`src/rtl/mat_loader.sv`:
```
// mat_loader: streams matrix A then matrix B into the engine's memories,
// packing N words per row, then kicks the engine and reports completion.
// Element 0 of each row sits in the least-significant word of the packed row.
module mat_loader #(
  parameter int DATA_LEN      = 32,
  parameter int N             = 8,
  parameter int M             = 8,
  parameter int ADDRESS_SIZE  = 4,
  parameter int A_ADDR_OFFSET = 8,
  parameter int B_ADDR_OFFSET = 0
) (
  input  logic                    i_clk,
  input  logic                    i_rstn,
  input  logic                    i_load,
  input  logic [DATA_LEN-1:0]     i_data,
  input  logic                    i_valid,
  output logic                    o_ready,
  output logic [ADDRESS_SIZE-1:0] o_address_A,
  output logic [DATA_LEN*N-1:0]   o_write_data_A,
  output logic                    o_wr_en_A,
  output logic [ADDRESS_SIZE-1:0] o_address_B,
  output logic [DATA_LEN*N-1:0]   o_write_data_B,
  output logic                    o_wr_en_B,
  output logic                    o_mem_sel,
  output logic                    o_mat_start,
  input  logic                    i_mat_done,
  output logic [2:0]              o_state,
  output logic                    o_done
);

  localparam int ROW_W = DATA_LEN * N;
  localparam int WCW   = (N > 1) ? $clog2(N) : 1;
  localparam int RCW   = (M > 1) ? $clog2(M) : 1;

  localparam logic [2:0] S_IDLE   = 3'd7;
  localparam logic [2:0] S_LOAD_A = 3'd0;
  localparam logic [2:0] S_LOAD_B = 3'd1;
  localparam logic [2:0] S_FLUSH  = 3'd2;
  localparam logic [2:0] S_START  = 3'd3;
  localparam logic [2:0] S_WAIT   = 3'd4;
  localparam logic [2:0] S_DONE   = 3'd5;

  // Insert one word into its slot of a partially packed row.
  function automatic logic [ROW_W-1:0] merge_word(
    input logic [ROW_W-1:0]    row,
    input logic [WCW-1:0]      idx,
    input logic [DATA_LEN-1:0] word
  );
    logic [ROW_W-1:0] r;
    r = row;
    r[DATA_LEN*idx +: DATA_LEN] = word;
    return r;
  endfunction

  // Memory address of a given row relative to the matrix base address.
  function automatic logic [ADDRESS_SIZE-1:0] row_addr(
    input int             base,
    input logic [RCW-1:0] row
  );
    return ADDRESS_SIZE'(base) + ADDRESS_SIZE'(row);
  endfunction

  logic [2:0]              state_p0;
  logic [2:0]              state_nxt;
  logic [WCW-1:0]          word_cnt_p0;
  logic [RCW-1:0]          row_cnt_p0;
  logic [ROW_W-1:0]        pack_p0;
  logic [ROW_W-1:0]        row_full;
  logic                    acc_p0;
  logic                    last_word;
  logic                    last_row;
  logic                    row_done_a;
  logic                    row_done_b;
  logic [ROW_W-1:0]        row_a_p1;
  logic [ROW_W-1:0]        row_b_p1;
  logic [ADDRESS_SIZE-1:0] addr_a_p1;
  logic [ADDRESS_SIZE-1:0] addr_b_p1;
  logic                    vld_a_p1;
  logic                    vld_b_p1;

  // Stage p0: handshake, counter decode and row assembly.
  assign o_ready    = (state_p0 == S_LOAD_A) || (state_p0 == S_LOAD_B);
  assign acc_p0     = i_valid & o_ready;
  assign last_word  = (word_cnt_p0 == WCW'(N - 1));
  assign last_row   = (row_cnt_p0 == RCW'(M - 1));
  assign row_full   = merge_word(pack_p0, word_cnt_p0, i_data);
  assign row_done_a = acc_p0 && last_word && (state_p0 == S_LOAD_A);
  assign row_done_b = acc_p0 && last_word && (state_p0 == S_LOAD_B);

  // Next-state decode; unknown encodings fall back to IDLE.
  always_comb begin
    state_nxt = S_IDLE;
    case (state_p0)
      S_IDLE:   state_nxt = i_load ? S_LOAD_A : S_IDLE;
      S_LOAD_A: state_nxt = (row_done_a && last_row) ? S_LOAD_B : S_LOAD_A;
      S_LOAD_B: state_nxt = (row_done_b && last_row) ? S_FLUSH : S_LOAD_B;
      S_FLUSH:  state_nxt = S_START;
      S_START:  state_nxt = S_WAIT;
      S_WAIT:   state_nxt = i_mat_done ? S_DONE : S_WAIT;
      S_DONE:   state_nxt = S_IDLE;
      default:  state_nxt = S_IDLE;
    endcase
  end

  // State register.
  always_ff @(posedge i_clk) begin
    if (!i_rstn) state_p0 <= S_IDLE;
    else         state_p0 <= state_nxt;
  end

  // Word and row counters advance only on accepted words and wrap per row/matrix.
  always_ff @(posedge i_clk) begin
    if (!i_rstn) begin
      word_cnt_p0 <= '0;
      row_cnt_p0  <= '0;
    end else if (acc_p0) begin
      if (last_word) begin
        word_cnt_p0 <= '0;
        row_cnt_p0  <= last_row ? '0 : row_cnt_p0 + RCW'(1);
      end else begin
        word_cnt_p0 <= word_cnt_p0 + WCW'(1);
      end
    end
  end

  // Pack register collects words of the row in progress; cleared once the row is handed off.
  always_ff @(posedge i_clk) begin
    if (!i_rstn)     pack_p0 <= '0;
    else if (acc_p0) pack_p0 <= last_word ? '0 : row_full;
  end

  // Stage p1: completed row, its address and a one-cycle write strobe per memory.
  always_ff @(posedge i_clk) begin
    if (!i_rstn) begin
      row_a_p1  <= '0;
      row_b_p1  <= '0;
      addr_a_p1 <= '0;
      addr_b_p1 <= '0;
      vld_a_p1  <= 1'b0;
      vld_b_p1  <= 1'b0;
    end else begin
      vld_a_p1 <= row_done_a;
      vld_b_p1 <= row_done_b;
      if (row_done_a) begin
        row_a_p1  <= row_full;
        addr_a_p1 <= row_addr(A_ADDR_OFFSET, row_cnt_p0);
      end
      if (row_done_b) begin
        row_b_p1  <= row_full;
        addr_b_p1 <= row_addr(B_ADDR_OFFSET, row_cnt_p0);
      end
    end
  end

  assign o_address_A    = addr_a_p1;
  assign o_write_data_A = row_a_p1;
  assign o_wr_en_A      = vld_a_p1;
  assign o_address_B    = addr_b_p1;
  assign o_write_data_B = row_b_p1;
  assign o_wr_en_B      = vld_b_p1;
  assign o_mem_sel      = (state_p0 == S_LOAD_A) || (state_p0 == S_LOAD_B) ||
                          (state_p0 == S_FLUSH);
  assign o_mat_start    = (state_p0 == S_START);
  assign o_done         = (state_p0 == S_DONE);
  assign o_state        = state_p0;

endmodule
```
`config.mk`:
```
export PLATFORM = sky130hd
export DESIGN_NAME = mat_loader
export DESIGN_NICKNAME = d
export VERILOG_FILES = /design/src/rtl/mat_loader.sv
export SDC_FILE = /design/constraint.sdc
export NUM_CORES = 1
export LEC_CHECK = 0
export ABC_CLOCK_PERIOD_IN_PS = 4000
export CORE_MARGIN = 3
export CORE_UTILIZATION = 38
export DETAILED_ROUTE_END_ITERATION = 8
export SLEW_MARGIN = 25
export SYNTH_ARGS = -nofsm -noshare
export SYNTH_HDL_FRONTEND = slang
export SYNTH_SLANG_ARGS = --single-unit
export TNS_END_PERCENT = 20
```
`constraint.sdc`:
```
create_clock -name i_clk -period 4 [get_ports i_clk]
set_input_delay 0.6 -clock i_clk [delete_from_list [all_inputs] [get_ports i_clk]]
set_output_delay 0.6 -clock i_clk [all_outputs]
set_load 0.005 [all_outputs]
```
Yosys cells after proc, flatten, opt, wreduce, memory -nomap -nowiden --
Index checks and enable logic that the tools add are counted. W data, S select, Z words.
Storage, ports and cells: output and inout port bits 529, word-level logic and storage cells 43, bits in registers 786
Cells by class: add/sub/neg operators 4, bitwise logic cells 1, shift operators 2, reductions and logical operators 9, muxes and demuxes 9, equality and inequality tests 8
Operator list (number):
- $bwmux W256 | 1
- $mux W256 | 1
- $shift A32 B34 Y256 const A | 1
- $shiftx A32 B34 Y256 | 1
- $neg A8 Y34 | 1
- $pmux W3 S6 | 1
- $eq A3 B3 Y1 const B | 5
- $mux W3 | 3
- $add A3 B1 Y3 const B | 2
- $eq A3 B2 Y1 const B | 2
- $logic_and A1 B1 Y1 | 5
- $add A4 B3 Y4 const A | 1
- $eq A3 B1 Y1 const B | 1
- $logic_not A3 Y1 | 1
- $logic_or A1 B1 Y1 | 2
- $mux W1 | 2
- $mux W2 | 1
- $reduce_and A2 Y1 | 1
- $and A1 B1 Y1 | 1

Logic depth before layout (Yosys ltp) --
Gate-level depths: netlist of the first run.
depth after elaboration 8, depth in mapped cells 11

Worst setup path before layout of the first run --
OpenSTA, ideal clock, no wires.
path kind reg2reg, start point reg word_cnt_p0[0], end point reg row_a_p1[183] (netlist: o_write_data_A[183]), path buffers 3, slack 1.647 ns, arrival 2.284 ns, required time 3.930 ns, period minus slack after synthesis 2.353 ns, stages on the path, launching flop included 11, path through dfxtp_1 -> buf_2 -> inv_1 -> ha_1 -> ha_1 -> buf_2 -> nand2b_1 -> nor2_1 -> clkbuf_1 -> a22oi_1 -> a21oi_1
On the way: word-level cells in the longest chain between the ends 3, elaborated cells between the ends (all ways) 7
Ends and longest elaborated chain:
- start: declaration | line 65 | logic [WCW-1:0] word_cnt_p0;
- start signal: assignment | line 121 | word_cnt_p0 <= word_cnt_p0 + WCW'(1);
- $neg A8 Y34 / $eq A3 B3 Y1 (equally long branches) | line 51, 84
- $shiftx A32 B34 Y256 (tied with other cells) | line 51 | r[DATA_LEN*idx +: DATA_LEN] = word;
- $bwmux W256 / $logic_and A1 B1 Y1 (equally long branches) | line 51, 87
- end signal: assignment | line 145 | row_a_p1 <= row_full;
- end: declaration | line 74 | logic [ROW_W-1:0] row_a_p1;
Several ways; a longest one is shown, not always the timed one. A chain may end at the register's enable or synchronous reset.

Final worst setup path of the first run --
start point reg word_cnt_p0[0], end point reg row_a_p1[27] (netlist: o_write_data_A[27])
Same word-level chain as after synthesis.

==> summary.md, run 1 <==
| Metric | Value |
|---|---|
| Post-CTS Resized | `0` |
| Min Tclk post-route | `around 3500 ps` |
| F_max | `about 290 MHz` |
| Synth Register Bits | `approximately 800` |
| Die Wd | `278.3 um` |
| Cts hold-fix bufs | `0` |
| Crit path kind | `reg -> reg` |
| Final net count | `3,354` |
| Worst-Margin Slew | `roughly 1100 ps` |
| IO Pins | `around 570` |
| Clock Latency Late Sink | `approximately 630 ps` |
| DRT Wirelength | `106.8 mm` |
| Async SR Flop Fraction | `0%` |
| Final Hold Fails | `0` |
| Syn Inst Count | `about 2,900` |
| Netlist cell types | `55` |
| Initial cell density of the core | `approximately two fifths` |
| Detailed placement HPWL | `approximately 69 mm` |
| P&R area growth vs syn | `31.38%` |
| Total GRT Usage | `a little over a quarter` |
| CTS tree | `built` |
| TritonRoute pass-1 iters | `8` |
| Worst Clk Skew | `approximately 20 ps` |
| Number of global-route vias before repair | `23,710` |
| Synth warn | `0` |
| CTS Buf Count | `83` |
| Routed Antenna Nets | `0` |
| Layout cell share with drive strength beyond 1 | `under 10%` |
| GPL Wtd Cong | `just under 0.9` |
| Max-slew violations | `0` |
| # DRC | `0` |
| Die height | `around 280 um` |
| Grt ovf | `0` |
| DR vias | `25,140` |
| Crit path max-delay family | `simple AND/OR/NAND/NOR gates` |
| IO Port Bufs | `564` |
| Status | `finished, final reports clean` |
| Mean Syn Cell Area | `9.579 um2` |
| # setup viols final | `0` |
| Crit-path slowest cell | `and2_2` |
| Unrepaired setup endpoints after global routing | `false` |
| Worst hold path class | `in -> reg` |
| Max Cap Violations | `0` |
| Total power divided by cell area | `approximately 450 nW/um2` |
| Maximum vdd ir drop | `approximately 0.35 mV` |
| Crit path top cell by count | `ha_1` |
| Syn nets | `approximately 3,000` |
| Final Util | `between 50% and 60%` |
| EDFF count, synth | `0` |
| Critical Path RT | `between 4000 and 5000 ps` |
| Worst-path clk slew | `60 ps` |
| Register area share after synthesis | `between 50% and 60%` |
| Setup Buffers After CTS | `0` |
| Mapped Area | `between 20,000 and 30,000 um2` |
| CP bufs+invs | `2` |
| Setup TNS | `0 ps` |
| Pin count of the biggest net entering global routing | `roughly 230` |
| Std cell rows | `between 90 and 100` |
| Clk sinks | `786` |
| CTS root buf | `clkbuf_16` |
| CP endpoint kind | `flip-flop` |
| Fin crit share | `87.28%` |
| CP Data Arrival Time | `~4000 ps` |
| Die ar. | `between 70,000 and 80,000 um2` |
| Post-synth top flop | `dfxtp_1` |
| # diodes | `0` |
| Max-slew headroom | `between 20% and 30%` |
| CTS H-Tree Depth | `3` |
| Leak pwr | `roughly 13 nW` |
| Max Buffers Root-to-Sink | `3` |
| FILL cells | `6,631` |
| Initial antenna violation count | `0` |
| Max incr delay on CP | `between 700 and 800 ps` |
| Core area | `between 70,000 and 80,000 um2` |
| DRT iter0 DRCs | `2,485` |
| First-pass GRT wire length | `156.3 mm` |
| Worst-path fanout max | `23` |
| Startpoint Class | `flip-flop` |
| DR vias/cell | `between 5 and 6` |
| DR WL/cell | `about 25 um` |
| Cells along the critical path | `inv_1 > ha_1 > ha_1 > nor4b_2 > and2_2 > buf_4 > mux2i_1 > a21oi_1` |
-- placed cells by master, fill, tap and decap left out, types with 6 or more instances in the layout --
cell type / Yosys / routed
a31oi_1: 246 / 246
a22o_1: 248 / 248
nand2_1: 275 / 275
bufinv_16: 0 / 13
a221oi_1: 24 / 24
a32o_1: 8 / 8
clkinv_2: 0 / 8
o21ai_0: 432 / 432
buf_12: 0 / 11
mux2i_1: 31 / 31
buf_2: 117 / 17
buf_4: 29 / 49
dfxtp_1: 786 / 786
ha_1: 8 / 8
nor3_4: 1 / 6
clkbuf_16: 0 / 84
clkdlybuf4s50_1: 0 / 546
clkbuf_1: 170 / 15
a22oi_1: 90 / 90
clkbuf_8: 0 / 22
nor2_1: 38 / 35
a21oi_1: 244 / 244
a21boi_0: 9 / 9
o21ai_1: 81 / 81
-- per-layer routing --
metal | vias up | GRT usage, % | wire, um
met3 | 192 | 5.369 | 8221
met4 | 0 | 11.66 | 4786
met5 | - | 0 | 0
met1 | 12290 | 34.80 | 44820
li1 | 11540 | - | -
met2 | 1111 | 41.75 | 48950
-- worst paths after layout --
kind                  startpoint                 end  slack [ps]  depth (start not counted)
setup / recovery  word_cnt_p0[0]  o_write_data_A[27]         510                          8
hold / removal            i_rstn   o_write_data_A[9]         450                          3
setup reg to reg  word_cnt_p0[0]  o_write_data_A[27]         510                          8
hold reg to reg     pack_p0[145]        pack_p0[145]         480                          1
-- Yosys cell counts (2+ instances only) --
master	instances	area, um2
a21boi_0	9	67.56
inv_1	5	18.77
a32o_1	8	80.08
a22o_1	248	2172
nand2b_1	6	37.54
buf_6	16	180.2
buf_4	29	217.7
o21ai_1	81	405.4
o21a_1	2	15.01
dfxtp_1	786	15740
nand2_1	275	1032
a221oi_1	24	210.2
buf_2	117	585.6
nor2b_1	7	43.79
a21oi_1	244	1221
or3_1	3	18.77
nand3_1	6	30.03
mux2i_1	31	310.3
nor2_1	38	142.6
buf_1	9	33.78
nor3_1	5	25.02
nor2_4	2	22.52
and2_1	8	50.05
a22oi_1	90	675.7
clkbuf_1	170	638.1
ha_1	8	100.1
a31oi_1	246	1539
o21ai_0	432	2162
nor3_2	5	50.05
o21ai_2	6	52.55
-- registers in the layout, summed over array words and instances, names as in the netlist --
register and flops:
o_state 3, row_cnt_p0 3, pack_p0 256, o_write_data_A 256, o_wr_en_B 1, o_wr_en_A 1, o_address_B 3, word_cnt_p0 3
o_write_data_B 256, o_address_A 4
-- worst register-to-register path, cell delays in order (launching register included) --
cell	delay, ps
dfxtp_1	580
inv_1	220
ha_1	270
ha_1	480
nor4b_2	320
and2_2	740
buf_4	370
mux2i_1	270
a21oi_1	110
-- per-stage QoR --
stage	power (mW)	cells	hold WS (ps)	cell area, um2	setup slack (ps)
after floorplan	8.336	2941	441.8	28170	1647
after global placement	8.573	4182	452.0	33970	724.3
after detailed placement	8.579	4182	458.4	33980	588.7
after CTS	16.89	4333	421.2	36980	570.2
after global routing	17.25	4334	449.7	37010	325.4
final	16.79	4334	451.0	37010	508.6
-- where the power goes --
group,switching [mW],internal [mW]
logic,0.410,0.138
clock network,3.25,5.12
registers,0.0287,7.84
total,3.69,13.1
-- area by class of cell --
| cell class | count | area (um2) | area share [%] |
|---|---|---|---|
| Multi-Input combinational cell | 1808 | 10880 | 29.39 |
| Inverter | 5 | 18.77 | 0.05071 |
| Clock inverter | 30 | 539.3 | 1.457 |
| Tap cell | 959 | 1200 | 3.242 |
| Clock buffer | 121 | 2461 | 6.650 |
| Timing Repair Buffer | 625 | 6181 | 16.70 |
| Sequential cell | 786 | 15740 | 42.51 |
-- cells by family (layout without fill, tap and decap cells) --
group                    after synthesis  after routing  synth area share (%)
other                                  1              1               0.01331
adder cells (fa/ha/maj)                8              8                0.3553
XOR/XNOR                               1              1               0.03110
AO/OA/AOI/OAI                       1397           1397                 30.83
flip-flops                           786            786                 55.86
AND/OR/NAND/NOR                      370            370                 5.850
multiplexers                          31             31                 1.101
buffers and inverters                347            781                 5.960
No activity file was read; power rests on OpenSTA's default activity.
==> run 2: changes to the inputs <==
RECOVER_POWER = 50   (was not set)
==> summary.md, run 2 (same netlist as run 1, synthesis figures left out) <==
| Metric | Value |
|---|---|
| Status | `finished, violations left` |
| Failing checks | `capacitance limit, slew limit` |
| Worst r2r src | `word_cnt_p0[1]` |
| Startpoint Class | `flip-flop` |
| Worst hold stages | `3` |
| Initial antenna violation count | `1` |
| Initial cell density of the core | `38.48%` |
| Max-slew violations | `211` |
| Dpl cell area | `about 34,000 um2` |
| Finished Layout Cells | `4,334` |
| # diodes | `0` |
| Core area | `roughly 73,000 um2` |
| IO Port Bufs | `~560` |
| Max Cap Violations | `1` |
| DRT iter0 DRCs | `2,371` |
| DR vias | `roughly 25,000` |
| Final net count | `around 3,400` |
| CTS tree | `built` |
| Design area | `between 30,000 and 40,000 um2` |
| Worst hold path class | `in -> reg` |
| Post-CTS Resized | `0` |
| Worst r2r path cells | `6` |
| Die Wd | `278.3 um` |
| Worst Clk Skew | `around 22 ps` |
| Layout cell share with drive strength beyond 1 | `under 10%` |
| F_max | `roughly 290 MHz` |
| FILL cells | `6,638` |
| Tot Pwr | `~17 mW` |
| Maximum vdd ir drop | `between 0.3 and 0.4 mV` |
| Clk sinks | `786` |
| Commonest non-fill, non-tap cell in the layout | `dfxtp_1` |
| Reg-to-reg slack, setup | `490 ps` |
| Setup WS pre-CTS | `about 590 ps` |
| Die height | `between 200 and 300 um` |
| CTS Buf Count | `83` |
| Total GRT Usage | `26.32%` |
| Final Util | `between 50% and 60%` |
| Hold path start | `i_rstn` |
| Setup Buffers After CTS | `0` |
| Grt ovf | `0` |
| Std cell rows | `99` |
| Final Hold Fails | `0` |
| Total power divided by cell area | `between 400 and 500 nW/um2` |
| Crit Reg-Reg Endpoint | `o_write_data_B[59]` |
| Setup ws final | `approximately 490 ps` |
| DRT Wirelength | `106.8 mm` |
| GPL Wtd Cong | `just under 0.9` |
| Cts hold-fix bufs | `0` |
| Crit path kind | `reg -> reg` |
| # DRC | `0` |
| CTS H-Tree Depth | `3` |
| Min Tclk post-route | `3505 ps` |
| # setup viols final | `0` |
| WHS Endpoint | `o_write_data_A[9]` |
| Routed Antenna Nets | `0` |
| Max Buffers Root-to-Sink | `3` |
| Critical Path RT | `about 4500 ps` |
| Worst-path fanout max | `30` |
| WHS | `445.4 ps` |
| Max-slew headroom | `-43.03%` |
| CP endpoint kind | `flip-flop` |
| DR vias/cell | `5.815` |
| Leak pwr | `15.18 nW` |
| CP Data Arrival Time | `roughly 4000 ps` |
| Unrepaired setup endpoints after global routing | `false` |
| Dpl cells | `4,182` |
| CTS root buf | `clkbuf_16` |
| Pin count of the biggest net entering global routing | `approximately 230` |
| Die ar. | `approximately 77,000 um2` |
| First-pass GRT wire length | `about 160 mm` |
| P&R area growth vs syn | `31.05%` |
| Detailed placement HPWL | `just under 70 mm` |
| Commonest non-fill, non-tap cells in the layout | `dfxtp_1, dlygate4sd3_1, o21ai_0` |
| Setup TNS | `0 ps` |
| Number of global-route vias before repair | `23,710` |
| IO Pins | `roughly 570` |
| DR WL/cell | `24.64 um` |
| Worst-path clk slew | `~60 ps` |
| Clock Latency Late Sink | `around 630 ps` |
| Worst-Margin Slew | `2145 ps` |
| TritonRoute pass-1 iters | `8` |
| Fin crit share | `between 80% and 90%` |
[run 2: changes by cell type in the layout (fill, tap and decap cells not counted), sizes merged]
cell	before	now
clkbuf	121	128
buf	79	72
clkdlybuf4s50	546	18
dlygate4sd3	0	528
[run 2: layer usage]
layer,vias up,track usage (%),routed length (um)
met3,191,5.369,8092
met1,12380,34.80,45040
li1,11570,-,-
met5,-,0,0
met2,1065,41.75,48880
met4,0,11.66,4762
[run 2: power by group]
part | internal (mW) | switching (mW)
registers | 7.84 | 0.0261
logic | 0.130 | 0.409
clock network | 5.12 | 3.25
[run 2: area by class of cell]
type | instances | area, um2 | area share [%]
Clock buffer | 121 | 2461 | 6.666
Clock inverter | 30 | 539.3 | 1.461
Inverter | 5 | 18.77 | 0.05084
Multi-Input combinational cell | 1808 | 10810 | 29.28
Sequential cell | 786 | 15740 | 42.62
Tap cell | 959 | 1200 | 3.250
Timing Repair Buffer | 625 | 6153 | 16.67
[run 2: how the worst max path moves through the flow]
stage                               from                  end  depth (start not counted)
after global routing      word_cnt_p0[1]   o_write_data_B[59]                          6
after floorplan           word_cnt_p0[0]  o_write_data_A[183]                         10
final                     word_cnt_p0[1]   o_write_data_B[59]                          6
after global placement    word_cnt_p0[0]   o_write_data_A[27]                          8
after detailed placement  word_cnt_p0[0]   o_write_data_A[27]                          8
after CTS                 word_cnt_p0[0]   o_write_data_A[27]                          8
[run 2: critical path, cell delays in order (launching register included)]
cell	delay, ps
dfxtp_1	580
ha_1	380
ha_1	430
and3_1	990
clkbuf_2	640
o21ai_0	180
a31oi_1	210
==> patch 1, RTL diff (config.mk and constraints of run 2) <==
`ADDRESS_SIZE`: 4 -> 2.
--- a/src/rtl/mat_loader.sv
+++ b/src/rtl/mat_loader.sv
@@ -5,7 +5,7 @@
   parameter int DATA_LEN      = 32,
   parameter int N             = 8,
   parameter int M             = 8,
-  parameter int ADDRESS_SIZE  = 4,
+  parameter int ADDRESS_SIZE  = 2,
   parameter int A_ADDR_OFFSET = 8,
   parameter int B_ADDR_OFFSET = 0
 ) (
Ports: changed (resized o_address_A and o_address_B); port bits go from 566 to 562. The function was not compared with the original's and may differ.
==> patch 1 against run 2 <==
- the flow still finishes with violations (capacitance limit, slew limit)
- sequential power barely moved
- final area decreased by 0.65%
- fmax is 2.5% lower
- routed wire length grew 2.5%
- total power decreased by 3.0%
- worst setup slack lost 0.089 ns
- sequential cell count down 3
- via count increased by 1.5%
- synthesized area decreased by 1.4%
- sequential share of layout area up 0.12 points
- critical endpoint is now pack_p0[9]
- largest cell class unchanged
==> patch 1: results (changes against run 2) <==
[outcome]
outcome=finished with violations
violations=capacitance limit, slew limit

[yosys]
syn_area_per_cell_um2=9.40  ; -1.9%
syn_nets=3001  ; +0.50%
ys_types=49  ; -11%
synth.area.top_cells=dfxtp_1 56%, o21ai_0 9.3%, a22o_1 7.7%
synth_common_cells=783 x dfxtp_1, 514 x o21ai_0, 333 x nand2_1
yosysSeqAreaShare=0.564  ; +0.00551
ys_warn_count=0  ; unchanged

[global_route]
grt_pass1_wl_um=161000  ; +2.7%
antenna_found_initial=2  ; +1
grt.total_usage=0.272  ; +0.00895
grt_start_max_net_pins=257  ; +11%
grt_pass1_vias=24000  ; +1.3%

[power_and_ir_drop]
power_switching_mw=3.70  ; +0.37%
ir_worst_vdd_v=0.000238  ; -32%
power.leakage_nw=15.0  ; -1.5%

[clock_tree]
cts-root-buf=clkbuf_16
cts_resized=0  ; unchanged
clock_latency_ns=0.63  ; about the same
cts-buffers-inserted=83  ; unchanged
cts_setup_buffers=0  ; unchanged
clock_path_buffers=3  ; unchanged

[setup_path]
reg2reg_depth=8  ; +2
r2r_start=word_cnt_p0[0]
regToRegSetupSlack_ns=0.41  ; -0.09 ns
path_max_fanout=26  ; -13%
max_stage_delay_ns=1.01  ; +0.02 ns
r2r_end=pack_p0[9]
path_delay_family=simple AND/OR/NAND/NOR gates
crit_arrival_ns=4.16  ; +0.12 ns
slowest_stage=nor2_2

[hold_path]
hold_end=o_address_B[1]
hp-class=reg2reg
min-delay-start=o_address_B[1]
min_path_cells=2  ; -1

[route]
drt_pre_antenna_iters=9  ; +1
detail_route.wl_per_cell_um=25.1  ; +2.1%
vias=25600  ; +1.5%
first_iter_violations=2498  ; +5.4%
avgViaCountPerCell=5.88  ; +1.1%

[placed_design]
place_area_um2=34000  ; about the same
port_buffers=561  ; -0.53%
place_inst=4200  ; +0.43%
finalWeightedCongestion=0.869  ; -1.2%
hpwl_um=69900  ; +1.7%
dp_slack_ns=0.588  ; -0.000558 ns

[timing]
fin_hold_ws_ns=0.467  ; +0.0215 ns
tightest_slew_ns=2.47  ; +0.326 ns
final_max_slew_viol_count=65  ; -69%
finalClockSkew_ns=0.0198  ; -0.00211 ns

[run]
max-cap-violations=1  ; unchanged

[layout]
drive_gt1_frac=0.0738  ; -0.000843
nets=3380  ; +0.78%

[patch 1: how the worst max path moves through the flow]
stage	from	to	slack [ns]	cells past startpoint
2_1_floorplan	word_cnt_p0[0]	o_write_data_A[66]	1.49	10
3_3_place_gp	word_cnt_p0[0]	pack_p0[5]	0.74	8
3_5_place_dp	word_cnt_p0[0]	o_write_data_A[8]	0.59	8
4_1_cts	word_cnt_p0[0]	o_write_data_B[8]	0.57	8
5_1_grt	word_cnt_p0[0]	pack_p0[25]	0.27	8
6_report	word_cnt_p0[0]	pack_p0[9]	0.41	8
[patch 1: layer usage]
layer / global-route usage / routed length [µm]
met2: 0.455 / 52500
met3: 0.0562 / 7780
met5: 0 / 15
met1: 0.346 / 44900
met4: 0.102 / 4200
[patch 1: power by group through the flow]
stage / Combinational, mW / Clock, mW / Sequential, mW
after floorplan: 0.307 / 0 / 7.99
after global placement: 0.538 / 0 / 8.01
final: 0.545 / 7.89 / 7.84
after detailed placement: 0.551 / 0 / 8.01
after global routing: 0.565 / 8.33 / 7.83
after CTS: 0.553 / 8.00 / 7.84
[patch 1: logic make-up (layout without fill, tap and decap cells)]
logic type               Yosys count  in the layout  share of synthesized area
AND/OR/NAND/NOR                  408            408                     0.0635
other                              0              1                          0
flip-flops                       783            783                      0.564
adder cells (fa/ha/maj)            8              8                    0.00360
buffers and inverters            345            789                     0.0514
XOR/XNOR                           1              1                   0.000315
AO/OA/AOI/OAI                   1380           1380                      0.306
multiplexers                      31             31                     0.0112
[patch 1: cell type report]
class | instances | area (µm²)
fillers | 6443 | 35300
flip-flops and latches | 783 | 15700
multi-input cells | 1828 | 10800
repair buffers | 634 | 6210
clock buffers | 123 | 2410
well taps | 950 | 1190
clock inverters | 27 | 367
inverters | 5 | 18.8
diodes | 1 | 2.50
==> patch 2, RTL diff (flow settings as in run 2) <==
Made on the original files. Reset style: asynchronous (`i_rstn`), changed in 4 clocked blocks.
--- a/src/rtl/mat_loader.sv
+++ b/src/rtl/mat_loader.sv
@@ -103,13 +103,13 @@
   end
 
   // State register.
-  always_ff @(posedge i_clk) begin
+  always_ff @(posedge i_clk or negedge i_rstn) begin
     if (!i_rstn) state_p0 <= S_IDLE;
     else         state_p0 <= state_nxt;
   end
 
   // Word and row counters advance only on accepted words and wrap per row/matrix.
-  always_ff @(posedge i_clk) begin
+  always_ff @(posedge i_clk or negedge i_rstn) begin
     if (!i_rstn) begin
       word_cnt_p0 <= '0;
       row_cnt_p0  <= '0;
@@ -124,13 +124,13 @@
   end
 
   // Pack register collects words of the row in progress; cleared once the row is handed off.
-  always_ff @(posedge i_clk) begin
+  always_ff @(posedge i_clk or negedge i_rstn) begin
     if (!i_rstn)     pack_p0 <= '0;
     else if (acc_p0) pack_p0 <= last_word ? '0 : row_full;
   end
 
   // Stage p1: completed row, its address and a one-cycle write strobe per memory.
-  always_ff @(posedge i_clk) begin
+  always_ff @(posedge i_clk or negedge i_rstn) begin
     if (!i_rstn) begin
       row_a_p1  <= '0;
       row_b_p1  <= '0;
Function: differs if i_rstn is asserted again (counterexample within 4 cycles, from zero or initial values and one cycle with i_rstn low); with i_rstn held inactive, the same outputs for 4 cycles.
==> patch 2 against run 2 <==
- the flow still finishes with violations (capacitance limit, slew limit)
- synthesized area grew 17%
- utilization shrank 0.49 points
- sequential share of layout area grew 3.5 points
- sequential cell count is the same
- routed wire length grew 32%
- worst setup slack gained 0.29 ns
- final area grew 16%
- synthesized cell count grew 5.1%
- non-clock buffer count grew 65
- hold slack gained 0.025 ns
Power is not compared: it rests on default switching activity, and its combinational part moved more than twofold at a synthesized area within 25%.
==> patch 2: results (changes against run 2) <==
[outcome]
outcome=finished with violations
violations=capacitance limit, slew limit

[yosys]
async_flop_share=1.00  ; +1.00
yosys-mux-area-fraction=0.00206  ; -0.00896
yosysSeqAreaShare=0.599  ; +0.0400
ys_types=52  ; -5.5%
synth_compound_area_frac=0.289  ; -0.0195
synth.area.top_cells=dfrtp_1 60%, a21oi_1 7.8%, a31oi_1 6.1%
synth_xor_xnor_area_share=0  ; -0.000311
synth_top_flop_cell=dfrtp_1
synth_common_cells=783 x dfrtp_1, 514 x a21oi_1, 321 x a31oi_1
syn_nets=3135  ; +5.0%
synthAdderAreaFrac=0.00305  ; -0.000508
ys_warn_count=0  ; unchanged

[setup_path]
path_max_fanout=65  ; +120%
crit_arrival_ns=3.76  ; -0.28 ns

[timing]
max_slew_margin=-0.436  ; -0.00566
finalClockSkew_ns=0.0328  ; +0.0109 ns
final_max_slew_viol_count=185  ; -12%

[route]
routed_wl_um=141000  ; +32%
drt_pre_antenna_iters=8  ; unchanged
first_iter_violations=3482  ; +47%
vias=29700  ; +18%

[clock_tree]
cts.reportedPaths.clkPinSlew_ns=0.06  ; about the same
clock_latency_ns=0.64
cts-buffers-inserted=86  ; +3.6%

[global_route]
grt_start_max_net_pins=162  ; -30%
grt_pass1_wl_um=204000  ; +31%
antenna_found_initial=6  ; +5
grt.total_usage=0.304  ; +0.0404
grt_pass1_vias=28600  ; +21%

[layout]
nets=3540  ; +5.5%
drive_gt1_frac=0.0926  ; +0.0179

[hold_path]
hp-class=reg2reg

[placed_design]
port_buffers=564  ; unchanged
hpwl_um=90000  ; +31%
finalWeightedCongestion=0.839  ; -4.6%
place_area_um2=39700  ; +17%

[run]
max-cap-violations=2  ; +1

[patch 2: cell types whose count changed in the layout (fill, tap and decap cells not counted), sizes merged, moves of 162 or more]
cell	change
dfxtp	-786
a21oi	+270
clkdlybuf4s50	+279
dlygate4sd3	-266
dfrtp	+783
o21ai	-162
[patch 2: what timing repair did]
item,in CTS,in global routing
hold endpoints to repair,35,0
hold buffers,1,0
buffers inserted,0,0
[patch 2: cell type report]
type	instances	area (µm²)
diodes	5	12.5
clock buffers	129	2590
clock inverters	28	368
fillers	7782	42800
inverters	6	30.0
multi-input cells	1925	11800
flip-flops and latches	786	19700
well taps	1144	1430
repair buffers	690	6760
[patch 2: worst max-delay path, stage by stage]
cell,delay [ns]
dlygate4sd3_1,0.54
clkbuf_2,1.50
clkbuf_1,1.04
[patch 2: through the flow]
step           hold slack, ns  setup WS, ns  cells   util
2_1_floorplan           0.304          1.19   3090      -
3_3_place_gp            0.453         0.812   4550  0.465
3_5_place_dp            0.451         0.741   4550  0.465
4_1_cts                 0.443         0.713   4708  0.500
5_1_grt                 0.498         0.376   4710  0.499
6_report                0.470         0.782   4713  0.499
[patch 2: cell families after synthesis]
group	count (synthesis)
AO/OA/AOI/OAI	1558
adder cells (fa/ha/maj)	8
buffers and inverters	379
flip-flops	786
multiplexers	6
other	1
AND/OR/NAND/NOR	352
[patch 2: worst paths after layout]
path                            cells past startpoint             endpoint            from  slack [ns]
worst max register to register                      7  o_write_data_B[123]  word_cnt_p0[0]        0.88
min in group asynchronous                           2   o_write_data_A[91]          i_rstn        1.15
max in group i_clk                                  7  o_write_data_B[123]  word_cnt_p0[0]        0.88
worst max-delay path                                3  o_write_data_B[104]          i_rstn        0.78
worst min register to register                      1       o_address_A[3]  o_address_A[3]        0.47
worst min-delay path                                1       o_address_A[3]  o_address_A[3]        0.47
[patch 2: power groups by stage]
stage	clock (mW)	combinational [mW]	sequential (mW)
2_1_floorplan	0	5.62	11.5
3_3_place_gp	0	12.2	12.0
3_5_place_dp	0	12.3	12.0
4_1_cts	8.43	12.4	11.9
6_report	8.35	12.2	12.0
5_1_grt	8.76	12.9	12.2
[patch 2: layer usage]
metal  wire length (µm)  global-route usage  part of all wire  up-vias
met5                 12                   0          0.000085        -
met4               8080               0.157             0.057        2
met3              13100              0.0690             0.093      323
met2              65000               0.469              0.46     1640
met1              54600               0.401              0.39    15200
li1                   -                   -                 -    12500
